==> src/rtl/arm_pkg.sv <==
// Shared definitions for the operand forwarding controller.
// Holds register-file geometry, forwarding-mux select encodings and the
// stall FSM state type used by operand_fwd_ctrl and load_scoreboard.
package arm_pkg;

    localparam int unsigned REG_AW   = 4;
    localparam int unsigned NUM_REGS = 16;
    localparam int unsigned SEL_W    = 2;
    localparam int unsigned PEND_W   = 2;
    localparam int unsigned CNT_W    = 16;

    // R15 reads as the PC, never as a forwarded value
    localparam logic [REG_AW-1:0] PC_REG = REG_AW'(15);

    localparam logic [SEL_W-1:0] A_SEL_REG  = 2'b00;
    localparam logic [SEL_W-1:0] A_SEL_ALU  = 2'b01;
    localparam logic [SEL_W-1:0] A_SEL_PC   = 2'b11;

    localparam logic [SEL_W-1:0] B_SEL_REG  = 2'b00;
    localparam logic [SEL_W-1:0] B_SEL_ALU  = 2'b01;
    localparam logic [SEL_W-1:0] B_SEL_VALB = 2'b11;

    localparam logic [SEL_W-1:0] S_SEL_REG  = 2'b00;
    localparam logic [SEL_W-1:0] S_SEL_ALU  = 2'b01;
    localparam logic [SEL_W-1:0] S_SEL_ZERO = 2'b11;

    typedef enum logic {
        RUN   = 1'b0,
        STALL = 1'b1
    } fwd_state_t;

endpackage

==> src/rtl/load_scoreboard.sv <==
// Per-register load latency scoreboard.
// A load leaving execute arms its destination counter with LOAD_LAT; every
// other nonzero counter counts down once per cycle. busy[i] is set while
// register i still awaits load data.
// Ports: clk, rst (async, active high), set_en/set_addr (arm a counter),
//        busy (one bit per register, combinational from the counters).
module load_scoreboard
    import arm_pkg::*;
#(
    parameter int unsigned LOAD_LAT = 2
) (
    input  logic                clk,
    input  logic                rst,
    input  logic                set_en,
    input  logic [REG_AW-1:0]   set_addr,
    output logic [NUM_REGS-1:0] busy
);

    logic [PEND_W-1:0] pend [NUM_REGS];

    // Arm on load (re-arming overrides any count in flight), else count down
    always_ff @(posedge clk or posedge rst) begin
        if (rst) begin
            for (int unsigned i = 0; i < NUM_REGS; i++) begin
                pend[i] <= '0;
            end
        end else begin
            for (int unsigned i = 0; i < NUM_REGS; i++) begin
                if (set_en && (set_addr == REG_AW'(i))) begin
                    pend[i] <= PEND_W'(LOAD_LAT);
                end else if (pend[i] != '0) begin
                    pend[i] <= pend[i] - PEND_W'(1);
                end
            end
        end
    end

    always_comb begin
        busy = '0;
        for (int unsigned i = 0; i < NUM_REGS; i++) begin
            busy[i] = (pend[i] != '0);
        end
    end

endmodule

==> src/rtl/operand_fwd_ctrl.sv <==
// Operand forwarding and load-use interlock for the decode stage.
// Picks forwarding-mux selects for the A, B and shift operands, detects
// load-use hazards against the execute stage and the load scoreboard, and
// drives stall / bubble / operand enables plus a saturating stall counter.
// Ports: clk, rst (async, active high); dec_* decode-stage sources;
//        ex_* execute-stage destination; flush kills decode;
//        sel_*_in forwarding selects; en_A/B/S operand enables;
//        stall, ex_bubble, stall_count.
module operand_fwd_ctrl
    import arm_pkg::*;
#(
    parameter int unsigned LOAD_LAT = 2
) (
    input  logic              clk,
    input  logic              rst,
    input  logic              dec_valid,
    input  logic [REG_AW-1:0] dec_A_addr,
    input  logic [REG_AW-1:0] dec_B_addr,
    input  logic [REG_AW-1:0] dec_S_addr,
    input  logic              dec_A_use,
    input  logic              dec_B_use,
    input  logic              dec_S_use,
    input  logic              dec_B_imme,
    input  logic              ex_valid,
    input  logic              ex_wen,
    input  logic [REG_AW-1:0] ex_waddr,
    input  logic              ex_is_load,
    input  logic              flush,
    output logic [SEL_W-1:0]  sel_A_in,
    output logic [SEL_W-1:0]  sel_B_in,
    output logic [SEL_W-1:0]  sel_shift_in,
    output logic              en_A,
    output logic              en_B,
    output logic              en_S,
    output logic              stall,
    output logic              ex_bubble,
    output logic [CNT_W-1:0]  stall_count
);

    fwd_state_t          state;
    logic [NUM_REGS-1:0] busy;
    logic                ex_alu_wr;
    logic                ex_ld_wr;
    logic                use_a;
    logic                use_b;
    logic                hz_a;
    logic                hz_b;
    logic                hz_s;
    logic                hazard;

    assign ex_alu_wr = ex_valid & ex_wen & ~ex_is_load;
    assign ex_ld_wr  = ex_valid & ex_wen &  ex_is_load;

    // PC reads and immediate B operands never wait on a load
    assign use_a = dec_A_use & (dec_A_addr != PC_REG);
    assign use_b = dec_B_use & ~dec_B_imme;

    // A source waits if its load is still in flight or is in execute now
    assign hz_a = use_a & (busy[dec_A_addr] | (ex_ld_wr & (ex_waddr == dec_A_addr)));
    assign hz_b = use_b & (busy[dec_B_addr] | (ex_ld_wr & (ex_waddr == dec_B_addr)));
    assign hz_s = dec_S_use & (busy[dec_S_addr] | (ex_ld_wr & (ex_waddr == dec_S_addr)));

    assign hazard = dec_valid & ~flush & (hz_a | hz_b | hz_s);

    load_scoreboard #(
        .LOAD_LAT (LOAD_LAT)
    ) u_sb (
        .clk      (clk),
        .rst      (rst),
        .set_en   (ex_ld_wr),
        .set_addr (ex_waddr),
        .busy     (busy)
    );

    // Selects and interlock outputs; everything is held at zero during reset
    always_comb begin
        sel_A_in     = A_SEL_REG;
        sel_B_in     = B_SEL_REG;
        sel_shift_in = S_SEL_REG;
        en_A         = 1'b0;
        en_B         = 1'b0;
        en_S         = 1'b0;
        stall        = 1'b0;
        ex_bubble    = 1'b0;
        if (!rst) begin
            if (dec_valid) begin
                if (dec_A_addr == PC_REG) begin
                    sel_A_in = A_SEL_PC;
                end else if (ex_alu_wr && (ex_waddr == dec_A_addr)) begin
                    sel_A_in = A_SEL_ALU;
                end

                if (dec_B_imme) begin
                    sel_B_in = B_SEL_VALB;
                end else if (ex_alu_wr && (ex_waddr == dec_B_addr)) begin
                    sel_B_in = B_SEL_ALU;
                end

                if (!dec_S_use) begin
                    sel_shift_in = S_SEL_ZERO;
                end else if (ex_alu_wr && (ex_waddr == dec_S_addr)) begin
                    sel_shift_in = S_SEL_ALU;
                end
            end
            stall     = hazard;
            ex_bubble = hazard | flush;
            en_A      = dec_valid & ~flush & ~hazard;
            en_B      = dec_valid & ~flush & ~hazard;
            en_S      = dec_valid & ~flush & ~hazard;
        end
    end

    // Stall FSM tracks the combinational hazard; stall cycles are counted
    always_ff @(posedge clk or posedge rst) begin
        if (rst) begin
            state       <= RUN;
            stall_count <= '0;
        end else begin
            case (state)
                RUN:   if (hazard)  state <= STALL;
                STALL: if (!hazard) state <= RUN;
            endcase
            if (stall && (stall_count != '1)) begin
                stall_count <= stall_count + CNT_W'(1);
            end
        end
    end

endmodule

==> config.mk <==
export PLATFORM = sky130hd
export DESIGN_NAME = operand_fwd_ctrl
export DESIGN_NICKNAME = d
export VERILOG_FILES = /design/src/rtl/arm_pkg.sv /design/src/rtl/load_scoreboard.sv /design/src/rtl/operand_fwd_ctrl.sv
export SDC_FILE = /design/constraint.sdc
export NUM_CORES = 1
export LEC_CHECK = 0
export CAP_MARGIN = 10
export CORE_MARGIN = 4
export CORE_UTILIZATION = 40
export DETAILED_ROUTE_END_ITERATION = 16
export MAX_ROUTING_LAYER = met4
export PLACE_DENSITY = 0.64
export SLEW_MARGIN = 20
export SYNTH_ARGS = -nofsm -noshare
export SYNTH_HDL_FRONTEND = slang
export SYNTH_SLANG_ARGS = --single-unit
==> constraint.sdc <==
create_clock -name clk -period 4.4 [get_ports clk]
set_clock_uncertainty 0.15 [all_clocks]
set_input_delay 0.88 -clock clk [delete_from_list [all_inputs] [get_ports clk]]
set_output_delay 0.88 -clock clk [all_outputs]
set_load 0.005 [all_outputs]
# == Yosys cells after proc, flatten, opt, wreduce, memory -nomap -nowiden ==
# Index checks and enable logic that the tools add are counted.
# word_totals
inputBits,27
output_inout_bits,27
word_cells,188
romBits,0
register_bits,48
latch_bits,0
ramBits,0
memories,0
# op_classes
n_eq_ne,21
add_sub_neg,17
bitwise,24
order_cmp,3
n_mux,53
div,0
n_reduce_logical,53
shifts,0
n_mul,0
# op_table
op,count
2-to-1 mux 2 bit,41
nonzero test 2 bit,32
"equality test 4 bit, second input constant",9
"subtractor 2 x 1 -> 2 bit, second input constant",16
logical AND 1 bit,20
"adder 16 x 1 -> 16 bit, second input constant",1
"equality test 4 x 3 -> 1 bit, second input constant",4
"!= test 16 bit, second input constant",1
"less-than comparator 4 x 5 -> 1 bit, second input constant",3
AND 1 bit,14
binary-select mux 1 bit (select 4 bit),3
equality test 4 bit,3
2-to-1 mux 1 bit,9
"equality test 4 x 2 -> 1 bit, second input constant",2
OR 1 bit,6
"equality test 4 x 1 -> 1 bit, second input constant",1
logical NOT 4 bit,1
"!= test 4 bit, second input constant",1
NOT 1 bit,4

# == Depth between registers and ports, before layout ==
# Gate-level depths: netlist of run 1.
# depth
depth_word,11
depth_mapped,10
depth_no_buf,9

# == Cells and area by module ==
# From an unflattened synthesis of run 1, not the netlist that was laid out.
# unflattened
hier_cells,341
area_unflattened_um2,3343.2
# by_module_without_submodules
module,seq_area_each_um2,area_each_um2,n_inst,cells_per_inst
load_scoreboard,800.8,1855.5,1,194
operand_fwd_ctrl,400.4,1487.7,1,147

# == Worst setup path before layout of run 1 ==
# No wires, ideal clock.
# synth_timing
path_type,input-to-output
from,input rst
to,output en_B
n_path_buf,1
arrival_ps,2928
cell_stages,5
slack_ps,442
required_ps,3370
cell_sequence,inv_1 -> nand2_1 -> or2_2 -> nor2_1 -> buf_4
# synth_via
elab_chain_cells,1
# synth_rtl
item,line,source
start: declaration,operand_fwd_ctrl.sv:15,"input logic rst,"
2-to-1 mux 1 bit,n/a,
end: declaration,operand_fwd_ctrl.sv:33,"output logic en_B,"
# Every way passes these cells.

# == Final worst setup path of run 1 ==
# layout_timing
from,input dec_S_addr[0]
to,output en_B
# layout_via
elab_chain_cells,9
word_cells_on_any_way,11
cone_classes,eq/ne: 1; mux: 3; bitwise: 7
# layout_rtl
item,line,source
start: declaration,operand_fwd_ctrl.sv:19,"input logic [REG_AW-1:0] dec_S_addr,"
binary-select mux 1 bit (select 4 bit) / equality test 4 bit (equally long branches),operand_fwd_ctrl.sv:61,assign hz_s = dec_S_use & (busy[dec_S_addr] | (ex_ld_wr & (ex_waddr == dec_S_addr)));
2-to-1 mux 1 bit (not written as such) / AND 1 bit (equally long branches),operand_fwd_ctrl.sv:61,
OR 1 bit *,operand_fwd_ctrl.sv:61,
AND 1 bit *,operand_fwd_ctrl.sv:61,
OR 1 bit *,operand_fwd_ctrl.sv:63,assign hazard = dec_valid & ~flush & (hz_a | hz_b | hz_s);
AND 1 bit *,operand_fwd_ctrl.sv:63,
NOT 1 bit *,operand_fwd_ctrl.sv:108,en_B = dec_valid & ~flush & ~hazard;
AND 1 bit *,operand_fwd_ctrl.sv:108,
2-to-1 mux 1 bit *,operand_fwd_ctrl.sv:85,if (!rst) begin
# Mark *: on every way between the ends. The rest lies on a longest branch, timed or not. The select of a mux whose other input is x is not followed.

==> results_dict.tcl, run 1 <==
set metrics [dict create \
    hold_violations 0 \
    syn_area_mm2 0.003238 \
    dp_slack_ns -0.1547 \
    wire_per_inst_um 16.31 \
    multiInputGateArea_mm2 0.001808 \
    grt_usage_pct 16.78 \
    synth_flop_cell "dfrtp_1" \
    syn2layout_area_growth_pct 25.54 \
    dieWidth_um 97.98 \
    maxCapViolations 0 \
    io_pins 54 \
    portBuffers 53 \
    min_path_cells 1 \
    antenna_left 0 \
    yosys_warnings 0 \
    fin_crit_sh_pct 97.39 \
    clkSinkCount 48 \
    worst_pin_slew_ns 1.013 \
    irDropWorstVdd_uv 268.5 \
    yosys.area.top_type "dfrtp_1" \
    layout-drive-gt1-share_pct 14.13 \
    synth_edf_count 0 \
    grt_pass1_wl_mm 12.79 \
    synth_compound_area_share_pct 10.59 \
    final.min_clock_period_ns 4.285 \
    htreeDepth 2 \
    setup_ws_ns 0.1151 \
    power.leakage_nw 1.872 \
    ctsHoldBuffers 0 \
    overflow 0 \
    critPathMaxFanout 3 \
    grt_pass1_vias 2425 \
    num_antenna_cells 0 \
    cp_slowest_stage_delay_ns 0.53 \
    drt_iter0_drc 156 \
    report.final.slew_viol_count 0 \
    start_util_pct 41.47 \
    critPathSlowestCell "clkdlybuf4s50_1" \
    regArea_mm2 0.001201 \
    chipHeight_um 97.98 \
    cp.required_ns 3.37 \
    cts_tree "built" \
    antenna_found_initial 0 \
    drt-pass1-iter-count 5 \
    async_reset_ff_share_pct 100.0 \
    grt_max_degree 50 \
    wl_mm 7.780 \
    cp_common_cell "clkdlybuf4s50_1" \
    clock_latency_ns 0.31 \
    cp-end-kind "output port" \
    syn_inst 316 \
    crit_type "input pin to output port" \
    start_kind "input pin" \
    dp_hpwl_mm 5.934 \
    num_vias 2544 \
    setup-violations-final 0 \
    core_area_mm2 0.007807 \
    yosys-top-cells-area "dfrtp_1 (37%), ha_1 (6.6%), mux2i_1 (6.2%)" \
    synth_cell_types 46 \
    grt_setup_unrepaired "false" \
    fill_cells 729 \
    status "finished, final reports clean" \
    holdCritPathClass "flip-flop to flip-flop" \
    clockBufferDepth 2 \
    p_per_area_mw_per_mm2 554.2 \
    cts_buffers 5 \
    syn-num-nets 360 \
    clockRootBuffer "clkbuf_8" \
    gp_congestion 0.8846 \
    dieArea_mm2 0.009599 \
    rr_worst_depth 10 \
    drc_errors 0 \
    path_clk_slew_ns 0.08 \
    synthAdderAreaFrac_pct 6.569 \
    synth_top_family_by_area "simple AND/OR/NAND/NOR gates" \
    synth_simple_gate_area_share_pct 14.57 \
    final_nets 419 \
    fmax_mhz 233.4 \
    crit_arrival_ns 3.25 \
    seq_area_frac_synth_pct 37.09 \
    synth_xor_xnor_area_share_pct 11.09 \
    synth_area_per_cell_um2 10.25 \
    synth_top_area_share_pct 37.09 \
    ys_seq_elements 48 \
    crit_chain "clkdlybuf4s50_1 > mux4_2 > a22o_2 > o31ai_2 > nand3_2 > nor2_1 > clkdlybuf4s50_1" \
    num_rows 32 \
    viasPerCell 5.333 \
    slew_headroom_pct 31.94 \
    yosys-mux-area-fraction_pct 13.02 \
    utilization_pct 52.07 \
]
-- cells in the mapped netlist (2+ instances only) --
| cell | count |
|---|---|
| xnor2_1 | 21 |
| nand3_2 | 8 |
| nand2b_1 | 2 |
| buf_4 | 2 |
| nand2_1 | 9 |
| a31oi_1 | 5 |
| and3_1 | 7 |
| nor3b_1 | 2 |
| a21o_1 | 3 |
| a21oi_1 | 15 |
| nor3_1 | 3 |
| a221o_1 | 9 |
| inv_1 | 34 |
| mux2_1 | 3 |
| buf_6 | 3 |
| nand2_2 | 2 |
| dfrtp_1 | 48 |
| ha_1 | 17 |
| nor2b_1 | 3 |
| nand3b_1 | 2 |
| mux2i_1 | 20 |
| and2_1 | 3 |
| nand4_1 | 8 |
| xor2_1 | 20 |
| a31o_2 | 4 |
| and2b_1 | 2 |
| nor2_1 | 21 |
| nand3_1 | 5 |
| buf_2 | 3 |
| mux4_1 | 2 |
| clkbuf_1 | 10 |
| mux4_2 | 6 |
-- kinds of logic (layout without fill, tap and decap cells) --
logic type | count (synthesis) | in the layout
AOI/OAI and AO/OA | 45 | 45
xor gates and xnor gates | 41 | 41
adders and majority gates | 17 | 17
buffers and inverters | 52 | 111
DFF | 48 | 48
muxes | 31 | 31
and+or+nand+nor | 82 | 82
-- layer usage --
metal	vias to the layer above	track usage, %	wire length [µm]
li1	1225	-	-
met1	1248	23.16	3662
met5	-	-	0
met4	0	3.727	79
met2	64	25.55	3639
met3	7	3.429	399
-- path summary, 6_finish.rpt --
check / startpoint / to / slack [ns]
worst max register to register: u_sb.pend[12] / stall_count[12] / 1.39
min in group asynchronous: rst / u_sb.pend[2] / 0.96
max in group asynchronous: rst / stall_count[2] / 2.70
worst min register to register: stall_count[7] / stall_count[7] / 0.35
worst max-delay path: dec_S_addr[0] / en_B / 0.12
worst min-delay path: stall_count[7] / stall_count[7] / 0.35
-- timing repair --
item / in CTS / in global routing
cloned: 0 / 0
pin swaps: 1 / 1
resized for setup: 3 / 6
setup buffers: 1 / 1
endpoints found under the setup margin: 5 / 5
-- metrics by stage --
stage	instance area, µm²	power [mW]	hold slack [ns]	std cells	setup TNS [ns]
after floorplan	3238	1.577	0.3300	316	0
after global placement	3920	1.815	0.3284	468	-0.2435
after detailed placement	3920	1.883	0.3426	468	-0.7004
after CTS	4053	2.265	0.3586	476	0
after global routing	4065	2.444	0.3821	477	0
final	4065	2.253	0.3520	477	0
-- state kept, by name, indices dropped and copies added (netlist names) --
register and count:
u_sb.pend 32, stall_count 16
-- report_power, final --
group | total (mW) | switching [mW] | internal [mW]
sequential | 0.732 | 0.104 | 0.628
clock | 0.376 | 0.152 | 0.224
combinational | 1.14 | 0.557 | 0.588
-- area by class of cell --
| type | count | share of cell area [%] |
|---|---|---|
| Clock buffer | 5 | 1.693 |
| Clock inverter | 2 | 1.477 |
| Inverter | 34 | 3.139 |
| Multi-Input combinational cell | 216 | 44.48 |
| Sequential cell | 48 | 29.55 |
| Tap cell | 102 | 3.139 |
| Timing Repair Buffer | 70 | 16.53 |
-- worst max-delay path, delay by kind of cell --
kind | cells | cell delay, ns
and+or+nand+nor | 2 | 0.35
muxes | 1 | 0.51
buffers and inverters | 2 | 1.03
AOI/OAI and AO/OA | 2 | 0.47
-- placed cells by master, fill, tap and decap left out, types with 4 or more instances in the layout --
cell,instances
nand4_1,8
inv_1,33
buf_4,16
a21oi_1,15
xnor2_1,21
a221o_1,9
mux4_2,6
nor2_1,21
and3_1,7
dfrtp_1,48
nand2_1,9
xor2_1,20
ha_1,17
a31o_2,4
mux2i_1,20
a31oi_1,5
clkdlybuf4s50_1,47
nand3_1,5
clkbuf_8,5
nand3_2,8
(Power assumes the default switching activity.)
==> run 2: changes to the inputs <==
--- a/config.mk
+++ b/config.mk
@@ -7,10 +7,10 @@
 export LEC_CHECK = 0
 export CAP_MARGIN = 10
 export CORE_MARGIN = 4
-export CORE_UTILIZATION = 40
+export CORE_UTILIZATION = 45
 export DETAILED_ROUTE_END_ITERATION = 16
 export MAX_ROUTING_LAYER = met4
-export PLACE_DENSITY = 0.64
+export PLACE_DENSITY = 0.7
 export SLEW_MARGIN = 20
 export SYNTH_ARGS = -nofsm -noshare
 export SYNTH_HDL_FRONTEND = slang
==> run 2 against run 1 <==
Core utilization increased by 6.6 points. Combinational power about the same. Non-clock buffer count decreased by 4. Die area decreased by 10%. Global-route usage increased by 2.5 points. Final cell count decreased by 1.9%. Worst hold slack got worse by 0.0051 ns. Worst setup slack got worse by 0.025 ns. Wire length decreased by 3.1%. Clock power increased by 16%. Critical path type unchanged. Critical endpoint unchanged.
==> results_dict.tcl, run 2 (synthesis results as in run 1) <==
set metrics [dict create \
    core_area_mm2 0.006907 \
    final.min_clock_period_ns 4.310 \
    slew_headroom_pct 27.26 \
    hold_violations 0 \
    grt_setup_unrepaired "true" \
    crit_arrival_ns 3.28 \
    fin_crit_sh_pct 97.95 \
    p_per_area_mw_per_mm2 568.3 \
    worst_pin_slew_ns 1.083 \
    drt_iter0_drc 158 \
    top_register "u_sb.pend" \
    crit_type "input pin to output port" \
    crit_buf_inv 2 \
    p_comb_share_pct 49.3 \
    drc_errors 0 \
    num_vias 2528 \
    grt_pass1_vias 2624 \
    wl_mm 7.537 \
    report.final.slew_viol_count 0 \
    clkSinkCount 48 \
    antenna_left 0 \
    gp_congestion 0.8184 \
    cp.required_ns 3.37 \
    cp.depth 7 \
    finalSetupTns_ns 0 \
    largest_reg_flops 32 \
    grt_usage_pct 19.25 \
    setup-violations-final 0 \
    portBuffers 53 \
    htreeDepth 2 \
    viasPerCell 5.402 \
    overflow 0 \
    cp-end-kind "output port" \
    intPower_mw 1.496 \
    pwr-share-clk_pct 18.9 \
    wire_per_inst_um 16.10 \
    final_nets 415 \
    p_sw_share_pct 35.10 \
    start_kind "input pin" \
    setup_ws_ns 0.09003 \
    num_rows 30 \
    p_total_mw 2.305 \
    cts_buffers 5 \
    fmax_mhz 232.0 \
    cp_slowest_stage_delay_ns 0.52 \
    dp_slack_ns -0.1204 \
    path_clk_slew_ns 0.08 \
    status "finished, final reports clean" \
    most-common-layout-cells "dfrtp_1 (48), clkdlybuf4s50_1 (46), inv_1 (33)" \
    critPathMaxFanout 3 \
    min_path_cells 1 \
    holdCritPathClass "flip-flop to flip-flop" \
    ctsHoldBuffers 0 \
    critPathSlowestCell "clkdlybuf4s50_1" \
    cts_tree "built" \
    rr_worst_depth 10 \
    rrSetupSlack_ns 1.39 \
    placed_cell_area_mm2 0.003877 \
    grt_pass1_wl_mm 12.93 \
    clockBufferDepth 2 \
    clock_latency_ns 0.30 \
    final_common_cell "dfrtp_1" \
    dp_hpwl_mm 5.721 \
    power.leakage_nw 1.872 \
    crit_chain "clkdlybuf4s50_1 > mux4_2 > a22o_2 > o31ai_2 > nand3_2 > nor2_2 > clkdlybuf4s50_1" \
    dieArea_mm2 0.008617 \
    cp_common_cell "clkdlybuf4s50_1" \
    antenna_found_initial 0 \
    irDropWorstVdd_uv 289.9 \
    drt-pass1-iter-count 5 \
    reg.largest.list "u_sb.pend (32), stall_count (16)" \
    start_util_pct 46.88 \
    p_sw_mw 0.8088 \
    layout-drive-gt1-share_pct 13.98 \
    final_area_mm2 0.004055 \
    grt_max_degree 50 \
    num_antenna_cells 0 \
    seqPwrFrac_pct 31.8 \
    io_pins 54 \
    chipHeight_um 92.83 \
    fin_hold_ws_ns 0.3470 \
    maxCapViolations 0 \
    dieWidth_um 92.83 \
    cp_top_family "buffers and inverters" \
    clockRootBuffer "clkbuf_8" \
    syn2layout_area_growth_pct 25.23 \
]
==> run 2: power groups by stage <==
stage	clock network (mW)	logic [mW]	registers, mW
final	0.436	1.14	0.732
after global routing	0.464	1.29	0.752
after CTS	0.446	1.15	0.732
after detailed placement	0	1.13	0.742
after global placement	0	1.08	0.731
after floorplan	0	0.859	0.719
==> run 2: final timing paths <==
kind	startpoint	to
min	stall_count[9]	stall_count[9]
max	dec_S_addr[0]	en_B
min reg2reg	stall_count[9]	stall_count[9]
min in group asynchronous	rst	u_sb.pend[3]
max reg2reg	u_sb.pend[18]	stall_count[12]
max in group asynchronous	rst	u_sb.pend[24]
==> run 2: area by class of cell <==
class | count | area (µm²)
fill | 643 | 2851
multi-input combinational | 216 | 1817
sequential | 48 | 1201
timing repair buffer | 66 | 630.6
inverter | 34 | 127.6
tap | 96 | 120.1
clock inverter | 3 | 90.09
clock buffer | 5 | 68.82
==> run 2: what timing repair did <==
item / in CTS / in global routing
pin swaps: 1 / 0
setup buffers: 1 / 0
hold endpoints to repair: 0 / 0
setup endpoints to repair: 5 / 5
resized for setup: 3 / 8
==> run 2: routing by layer <==
| layer | track usage, % | part of all wire [%] | up-vias |
|---|---|---|---|
| met5 | - | 0 | - |
| met4 | 5.495 | 1.8 | 0 |
| met3 | 4.224 | 7.1 | 15 |
| met2 | 30.53 | 47 | 78 |
| met1 | 24.90 | 44 | 1221 |
| li1 | - | - | 1214 |
==> run 2: stage by stage <==
step / utilization, % / std cells
after global placement: 56.14 / 459
after CTS: 58.50 / 468
after global routing: 58.71 / 468
after detailed placement: 56.14 / 459
after floorplan: - / 316
final: 58.71 / 468
